--- config.mk ---
export PLATFORM = sky130hd
export DESIGN_NAME = vga_timing_controller
export DESIGN_NICKNAME = d
export VERILOG_FILES = /design/src/rtl/vga_timing_controller_pkg.sv /design/src/rtl/vga_axis_sequencer.sv /design/src/rtl/vga_timing_controller.sv
export SDC_FILE = /design/constraint.sdc
export NUM_CORES = 1
export LEC_CHECK = 0
export ABC_AREA = 1
export BUFFER_PORTS_ARGS = -buffer_cell sky130_fd_sc_hd__clkbuf_2
export CAP_MARGIN = 40
export CORE_MARGIN = 4
export CORE_UTILIZATION = 47
export CTS_CLUSTER_SIZE = 28
export DETAILED_ROUTE_END_ITERATION = 7
export HOLD_SLACK_MARGIN = 0.05
export PLACE_DENSITY = 0.75
export SLEW_MARGIN = 25
export SYNTH_ARGS = -nofsm -noshare
export SYNTH_HDL_FRONTEND = slang
export SYNTH_HIERARCHICAL = 1
export SYNTH_SLANG_ARGS = --single-unit
--- constraint.sdc ---
create_clock -name clk -period 9.3 [get_ports clk]
set_input_delay 1.86 -clock clk [delete_from_list [all_inputs] [get_ports clk]]
set_output_delay 1.86 -clock clk [all_outputs]
set_load 0.005 [all_outputs]
--- src/rtl/vga_timing_controller_pkg.sv ---
`default_nettype none
// ============================================================================
// Module      : vga_timing_controller_pkg
// Description : Shared definitions for the VGA timing controller: the phase
//               encoding for each axis, the 640x480 default timing, and the
//               field positions inside the packed {s_blank, s_sync, r_sync,
//               total} configuration words.
// Revision    : 1.0 - initial release
// ============================================================================
package vga_timing_controller_pkg;

    // Width of one counter / one configuration field.
    localparam int CFG_W = 10;

    // Phase of one axis within its line (horizontal) or frame (vertical).
    typedef enum logic [1:0] {
        PH_ACTIVE = 2'd0,
        PH_FRONT  = 2'd1,
        PH_SYNC   = 2'd2,
        PH_BACK   = 2'd3
    } phase_e;

    // 640x480 @ 60 Hz default timing.
    localparam int DEF_H_S_BLANK = 640;
    localparam int DEF_H_S_SYNC  = 656;
    localparam int DEF_H_R_SYNC  = 752;
    localparam int DEF_H_TOTAL   = 800;
    localparam int DEF_V_S_BLANK = 480;
    localparam int DEF_V_S_SYNC  = 490;
    localparam int DEF_V_R_SYNC  = 492;
    localparam int DEF_V_TOTAL   = 525;

    // Field index inside a configuration word; bit offset = index * CFG_W.
    // Layout, MSB first: {s_blank, s_sync, r_sync, total}.
    localparam int FLD_TOTAL   = 0;
    localparam int FLD_R_SYNC  = 1;
    localparam int FLD_S_SYNC  = 2;
    localparam int FLD_S_BLANK = 3;

endpackage : vga_timing_controller_pkg
`default_nettype wire

--- src/rtl/vga_axis_sequencer.sv ---
`default_nettype none
// ============================================================================
// Module      : vga_axis_sequencer
// Description : One timing axis: a wrapping counter plus its four-phase
//               state (ACTIVE, FRONT, SYNC, BACK). The phase is derived from
//               the next count and registered together with it, so blank and
//               sync line up with the count they describe.
// Ports       : clk, rst        - clock, asynchronous active-high reset
//               advance_i       - step the counter this cycle
//               load_zero_i     - force count to 0 / phase to ACTIVE
//               s_blank_i .. total_i - live timing for this axis
//               count_o         - current count
//               blank_o, sync_o - phase flags for count_o
//               wrap_o          - count_o is the last count of the period
// Revision    : 1.0 - initial release
// ============================================================================
module vga_axis_sequencer
    import vga_timing_controller_pkg::*;
#(
    parameter int C = CFG_W
) (
    input  logic         clk,
    input  logic         rst,
    input  logic         advance_i,
    input  logic         load_zero_i,
    input  logic [C-1:0] s_blank_i,
    input  logic [C-1:0] s_sync_i,
    input  logic [C-1:0] r_sync_i,
    input  logic [C-1:0] total_i,
    output logic [C-1:0] count_o,
    output logic         blank_o,
    output logic         sync_o,
    output logic         wrap_o
);

    logic [C-1:0] count_q, count_d;
    phase_e       state_q, state_d;

    // total >= 2 is guaranteed by the config check, so total-1 never wraps.
    // ">=" keeps the counter bounded even if a count were ever out of range.
    assign wrap_o = (count_q >= (total_i - 1'b1));

    always_comb begin
        count_d = count_q;
        state_d = PH_ACTIVE;

        if (load_zero_i) begin
            count_d = '0;
        end else if (advance_i) begin
            count_d = wrap_o ? '0 : (count_q + 1'b1);
        end

        // Checking from the latest phase back means an empty phase
        // (s_blank==s_sync, or r_sync==total) is simply never selected.
        if (count_d >= r_sync_i) begin
            state_d = PH_BACK;
        end else if (count_d >= s_sync_i) begin
            state_d = PH_SYNC;
        end else if (count_d >= s_blank_i) begin
            state_d = PH_FRONT;
        end else begin
            state_d = PH_ACTIVE;
        end
    end

    always_ff @(posedge clk or posedge rst) begin
        if (rst) begin
            count_q <= '0;
            state_q <= PH_ACTIVE;
        end else begin
            count_q <= count_d;
            state_q <= state_d;
        end
    end

    assign count_o = count_q;
    assign blank_o = (state_q != PH_ACTIVE);
    assign sync_o  = (state_q == PH_SYNC);

endmodule : vga_axis_sequencer
`default_nettype wire

--- src/rtl/vga_timing_controller.sv ---
`default_nettype none
// ============================================================================
// Module      : vga_timing_controller
// Description : Horizontal/vertical pixel counters with blank/sync/active
//               strobes. A new timing set is offered on cfg_valid/cfg_ready,
//               checked for legality, held as pending and applied only at a
//               frame boundary so a frame is never torn.
// Ports       : clk, rst           - clock, asynchronous active-high reset
//               en                 - pixel enable; low freezes all timing
//               cfg_valid/ready    - config handshake
//               cfg_h, cfg_v       - {s_blank, s_sync, r_sync, total}
//               cfg_err            - pulse: offered config was illegal
//               hcount, vcount     - current pixel / line
//               hblank..vsync      - phase flags
//               active             - visible pixel
//               line_start         - hcount == 0
//               frame_start        - hcount == 0 and vcount == 0
// Revision    : 1.0 - initial release
// ============================================================================
module vga_timing_controller
    import vga_timing_controller_pkg::*;
#(
    parameter int C         = CFG_W,
    parameter int H_S_BLANK = DEF_H_S_BLANK,
    parameter int H_S_SYNC  = DEF_H_S_SYNC,
    parameter int H_R_SYNC  = DEF_H_R_SYNC,
    parameter int H_TOTAL   = DEF_H_TOTAL,
    parameter int V_S_BLANK = DEF_V_S_BLANK,
    parameter int V_S_SYNC  = DEF_V_S_SYNC,
    parameter int V_R_SYNC  = DEF_V_R_SYNC,
    parameter int V_TOTAL   = DEF_V_TOTAL
) (
    input  logic           clk,
    input  logic           rst,
    input  logic           en,
    input  logic           cfg_valid,
    output logic           cfg_ready,
    input  logic [4*C-1:0] cfg_h,
    input  logic [4*C-1:0] cfg_v,
    output logic           cfg_err,
    output logic [C-1:0]   hcount,
    output logic [C-1:0]   vcount,
    output logic           hblank,
    output logic           vblank,
    output logic           hsync,
    output logic           vsync,
    output logic           active,
    output logic           line_start,
    output logic           frame_start
);

    localparam logic [4*C-1:0] DEF_H = {C'(H_S_BLANK), C'(H_S_SYNC),
                                        C'(H_R_SYNC),  C'(H_TOTAL)};
    localparam logic [4*C-1:0] DEF_V = {C'(V_S_BLANK), C'(V_S_SYNC),
                                        C'(V_R_SYNC),  C'(V_TOTAL)};

    // 0 < s_blank <= s_sync < r_sync <= total, total >= 2
    function automatic logic cfg_legal(input logic [4*C-1:0] f);
        logic [C-1:0] sb, ss, rs, tot;
        sb  = f[FLD_S_BLANK*C +: C];
        ss  = f[FLD_S_SYNC*C  +: C];
        rs  = f[FLD_R_SYNC*C  +: C];
        tot = f[FLD_TOTAL*C   +: C];
        return (sb != '0) && (sb <= ss) && (ss < rs) && (rs <= tot) &&
               (tot >= C'(2));
    endfunction

    logic [4*C-1:0] live_h_q, live_v_q;
    logic [4*C-1:0] pend_h_q, pend_v_q;
    logic           pend_valid_q;

    logic h_wrap, v_wrap;
    logic offer_legal, accept, frame_end, apply;

    assign offer_legal = cfg_legal(cfg_h) && cfg_legal(cfg_v);
    assign cfg_ready   = ~pend_valid_q;
    assign accept      = cfg_valid & cfg_ready & offer_legal;
    assign cfg_err     = cfg_valid & cfg_ready & ~offer_legal;

    // Pending was necessarily captured on an earlier edge, so an accept in
    // the frame-end cycle itself waits for the following frame end.
    assign frame_end = en & h_wrap & v_wrap;
    assign apply     = frame_end & pend_valid_q;

    always_ff @(posedge clk or posedge rst) begin
        if (rst) begin
            live_h_q     <= DEF_H;
            live_v_q     <= DEF_V;
            pend_h_q     <= '0;
            pend_v_q     <= '0;
            pend_valid_q <= 1'b0;
        end else begin
            // accept needs cfg_ready, apply needs a pending set: exclusive.
            if (accept) begin
                pend_h_q     <= cfg_h;
                pend_v_q     <= cfg_v;
                pend_valid_q <= 1'b1;
            end else if (apply) begin
                live_h_q     <= pend_h_q;
                live_v_q     <= pend_v_q;
                pend_valid_q <= 1'b0;
            end
        end
    end

    vga_axis_sequencer #(.C(C)) u_h_axis (
        .clk         (clk),
        .rst         (rst),
        .advance_i   (en),
        .load_zero_i (apply),
        .s_blank_i   (live_h_q[FLD_S_BLANK*C +: C]),
        .s_sync_i    (live_h_q[FLD_S_SYNC*C  +: C]),
        .r_sync_i    (live_h_q[FLD_R_SYNC*C  +: C]),
        .total_i     (live_h_q[FLD_TOTAL*C   +: C]),
        .count_o     (hcount),
        .blank_o     (hblank),
        .sync_o      (hsync),
        .wrap_o      (h_wrap)
    );

    vga_axis_sequencer #(.C(C)) u_v_axis (
        .clk         (clk),
        .rst         (rst),
        .advance_i   (en & h_wrap),
        .load_zero_i (apply),
        .s_blank_i   (live_v_q[FLD_S_BLANK*C +: C]),
        .s_sync_i    (live_v_q[FLD_S_SYNC*C  +: C]),
        .r_sync_i    (live_v_q[FLD_R_SYNC*C  +: C]),
        .total_i     (live_v_q[FLD_TOTAL*C   +: C]),
        .count_o     (vcount),
        .blank_o     (vblank),
        .sync_o      (vsync),
        .wrap_o      (v_wrap)
    );

    assign active      = ~hblank & ~vblank;
    assign line_start  = (hcount == '0);
    assign frame_start = line_start & (vcount == '0);

endmodule : vga_timing_controller
`default_nettype wire

==> metrics.txt <==
status complete, no violations; Antenna diodes 0; Layout Skew 8.188 ps; distinct cell type count after synthesis 44; final hold violation count 0; FF-to-FF setup slack 4640 ps; CTS Hold Bufs 0; largest delay contributor family on the critical path simple AND/OR/NAND/NOR gates; CP Max Fanout 3; commonest non-fill, non-tap cells in the layout nand2_1 (362), inv_1 (201), dfrtp_1 (152); VDD IR max 119.6 uV; Core ar. 0.02511 sq mm; routed via count 9748; Placer Congestion 0.8756; TritonCTS buffer count 17; leading area contributor after synthesis dfrtp_1; remaining global-route overflow 0; die width 167.6 um; worst skew pair latency 430 ps; final core utilization 53.68%; crit path cell chain clkbuf_2 -> inv_1 -> ha_1 -> nand2_1 -> nor2_1 -> nand3_1 -> nand3_1 -> nand2_1 -> nand2_1 -> nor2_1 -> a21oi_1 -> clkbuf_2; # rows 58; Seq/Total Area, Yosys 39.00%; Post-Route WL 30.40 mm; clk root buf clkbuf_16; Routed Antenna Nets 0; Worst EP arrival 3490 ps; fmax 0.1869 GHz; hpwl dp 22.38 mm; CTS max path bufs 2; largest net degree at the start of global routing 82; Synth Instances 1399; Via density 5.292; gr usage total 21.72%; vias in the first global route 9527; Max Cap Viol 0; Chip Height 167.6 um; startpoint types input pin; DRC 0; Top Ports 113; TritonCTS clock tree built; wire per inst 16.50 um; CP max stage delay 310 ps; cell mode on critical path nand2_1; crit path kind in -> out; Tcrit/Tclk final 57.54%; min cycle time layout 5351 ps; number of synthesized flops with an enable pin 0; ys flop type dfrtp_1; Seq cells post-synth 185; Least-Margin Pin Slew 745.1 ps; CP required 7440 ps; total chip power 1.939 mW; top cells by area, synth dfrtp_1 (32%), ha_1 (15%), nand2_1 (11%), mux2_2 (7.5%), dfstp_2 (7.2%); Leak Pwr 7.293 nW; synthesized area per cell 8.561 sq um; share of cells above drive strength 1 21.43%; Post-Syn Area 0.01198 sq mm; post-cts resize count 0; Slowest-stage cell, CP ha_1; max-slew violations 0; post-CTS setup buffer count 0; CTS sink count 185; Synth-to-Final Area Change 12.54%; HP Class reg -> reg; DRT iter0 DRCs 654; Async SR Flop Fraction 100.0%; top cell type's share of synthesized area 31.76%; first-pass GRT wire length 49.43 mm; post-route setup slack 3949 ps; Crit. End Element output pin; Initial Util 47.70%; antenna violations before repair 0; I/O Buffers 112; post-placement worst setup slack 4082 ps; RSZ-0062 raised after global routing false; nets@finish 1725; clock-pin slew on the worst setup and hold paths 70 ps; commonest non-fill, non-tap cell in the layout nand2_1; Buf+Inv Stages, Crit Path 3; Initial DRT Pass Iterations 5; Slew HR 50.27%; # H-tree levels 4; Power per Cell Area 143.9 mW/mm^2; Syn Nets 1625; setup TNS 0 ps; DIE AREA 0.02810 sq mm; synth warn 6; Finish-stage setup viols 0
==> power by group <==
part           switching [mW]  internal (mW)  leakage, nW
combinational           0.256          0.145         4.63
clock                   0.328          0.363        0.270
sequential             0.0284          0.819         2.40
==> state kept, by name (all words and copies together), names as in the netlist <==
name and flops:
u_v_axis/count_o 10, pend_h_q 40, u_v_axis/state_q 2, pend_valid_q 1, pend_v_q 40, live_h_q 40
u_h_axis/state_q 2, u_h_axis/count_o 10, live_v_q 40
==> cells in the mapped netlist (10+ instances only) <==
cell	n
a21oi_1	43
nand3_1	34
o21ai_0	10
a21o_1	10
buf_2	25
mux2_2	80
xor2_1	11
ha_1	142
nand2_1	362
nand4_1	96
inv_1	202
dfstp_2	33
nor2_2	14
dfrtp_1	152
nor2_1	86
xnor2_1	11
==> layer usage <==
layer  part of all wire [%]  routed length, um  vias up  track usage (%)
met5                      0                  0        -                0
met4                    2.7                835        0            7.375
met3                    5.1               1536       61            3.588
met2                     46              14030      262            34.61
met1                     46              13990     4648            30.27
li1                       -                  -     4777                -
==> worst register-to-register path, cell delays in order, from the launching register on <==
cell and delay (ps):
dfstp_2 560, inv_1 60, ha_1 220, nand2_1 130
nor2_1 50, nand2_1 80, nor2_1 50, xnor2_1 120
ha_1 280, nand2_1 60, nor2_1 160, nand3_1 130
nand3_2 290, nand2_1 160, nor2_4 380, buf_4 450
inv_2 140, nand2_8 150, nor2_2 90, ha_1 310
a21o_1 170, o21ai_1 140, nand2_1 70, nor2_1 170
nand2_1 90, nand2_1 80
==> final cells by class <==
cell class	count	area [sq um]
Timing Repair Buffer	125	760.7
Clock buffer	19	452.9
Inverter	209	789.5
Sequential cell	185	4671
Clock inverter	13	111.4
Fill cell	2312	11630
Tap cell	330	412.9
Multi-Input combinational cell	961	6280
==> logic make-up (layout without fill, tap and decap cells) <==
| group | Yosys count | in the layout | synth area share [%] |
|---|---|---|---|
| buffers and inverters | 253 | 366 | 8.629 |
| xor gates and xnor gates | 22 | 22 | 1.609 |
| muxes | 81 | 81 | 7.605 |
| adders and majority gates | 142 | 142 | 14.83 |
| and+or+nand+nor | 633 | 633 | 24.20 |
| AOI/OAI and AO/OA | 83 | 83 | 4.127 |
| DFF | 185 | 185 | 39.00 |
==> path summary, 6_finish.rpt <==
| kind | from | to | depth (start not counted) |
|---|---|---|---|
| max | cfg_v[9] | cfg_err | 12 |
| min | pend_h_q[39] | pend_h_q[39] | 2 |
| min in group asynchronous | rst | live_h_q[3] | 2 |
| max reg2reg | live_v_q[0] | u_h_axis/state_q[0] | 25 |
| min reg2reg | pend_h_q[39] | pend_h_q[39] | 2 |
| max in group asynchronous | rst | live_v_q[38] | 4 |
==> stage by stage <==
stage          std cells  cell area, sq um  hold WS (ps)
2_1_floorplan       1399             11980         436.4
3_3_place_gp        1803             12760         448.9
3_5_place_dp        1805             12810         453.0
4_1_cts             1837             13380         469.9
5_1_grt             1842             13480         476.2
6_report            1842             13480         467.2
(Power assumes the default switching activity.)
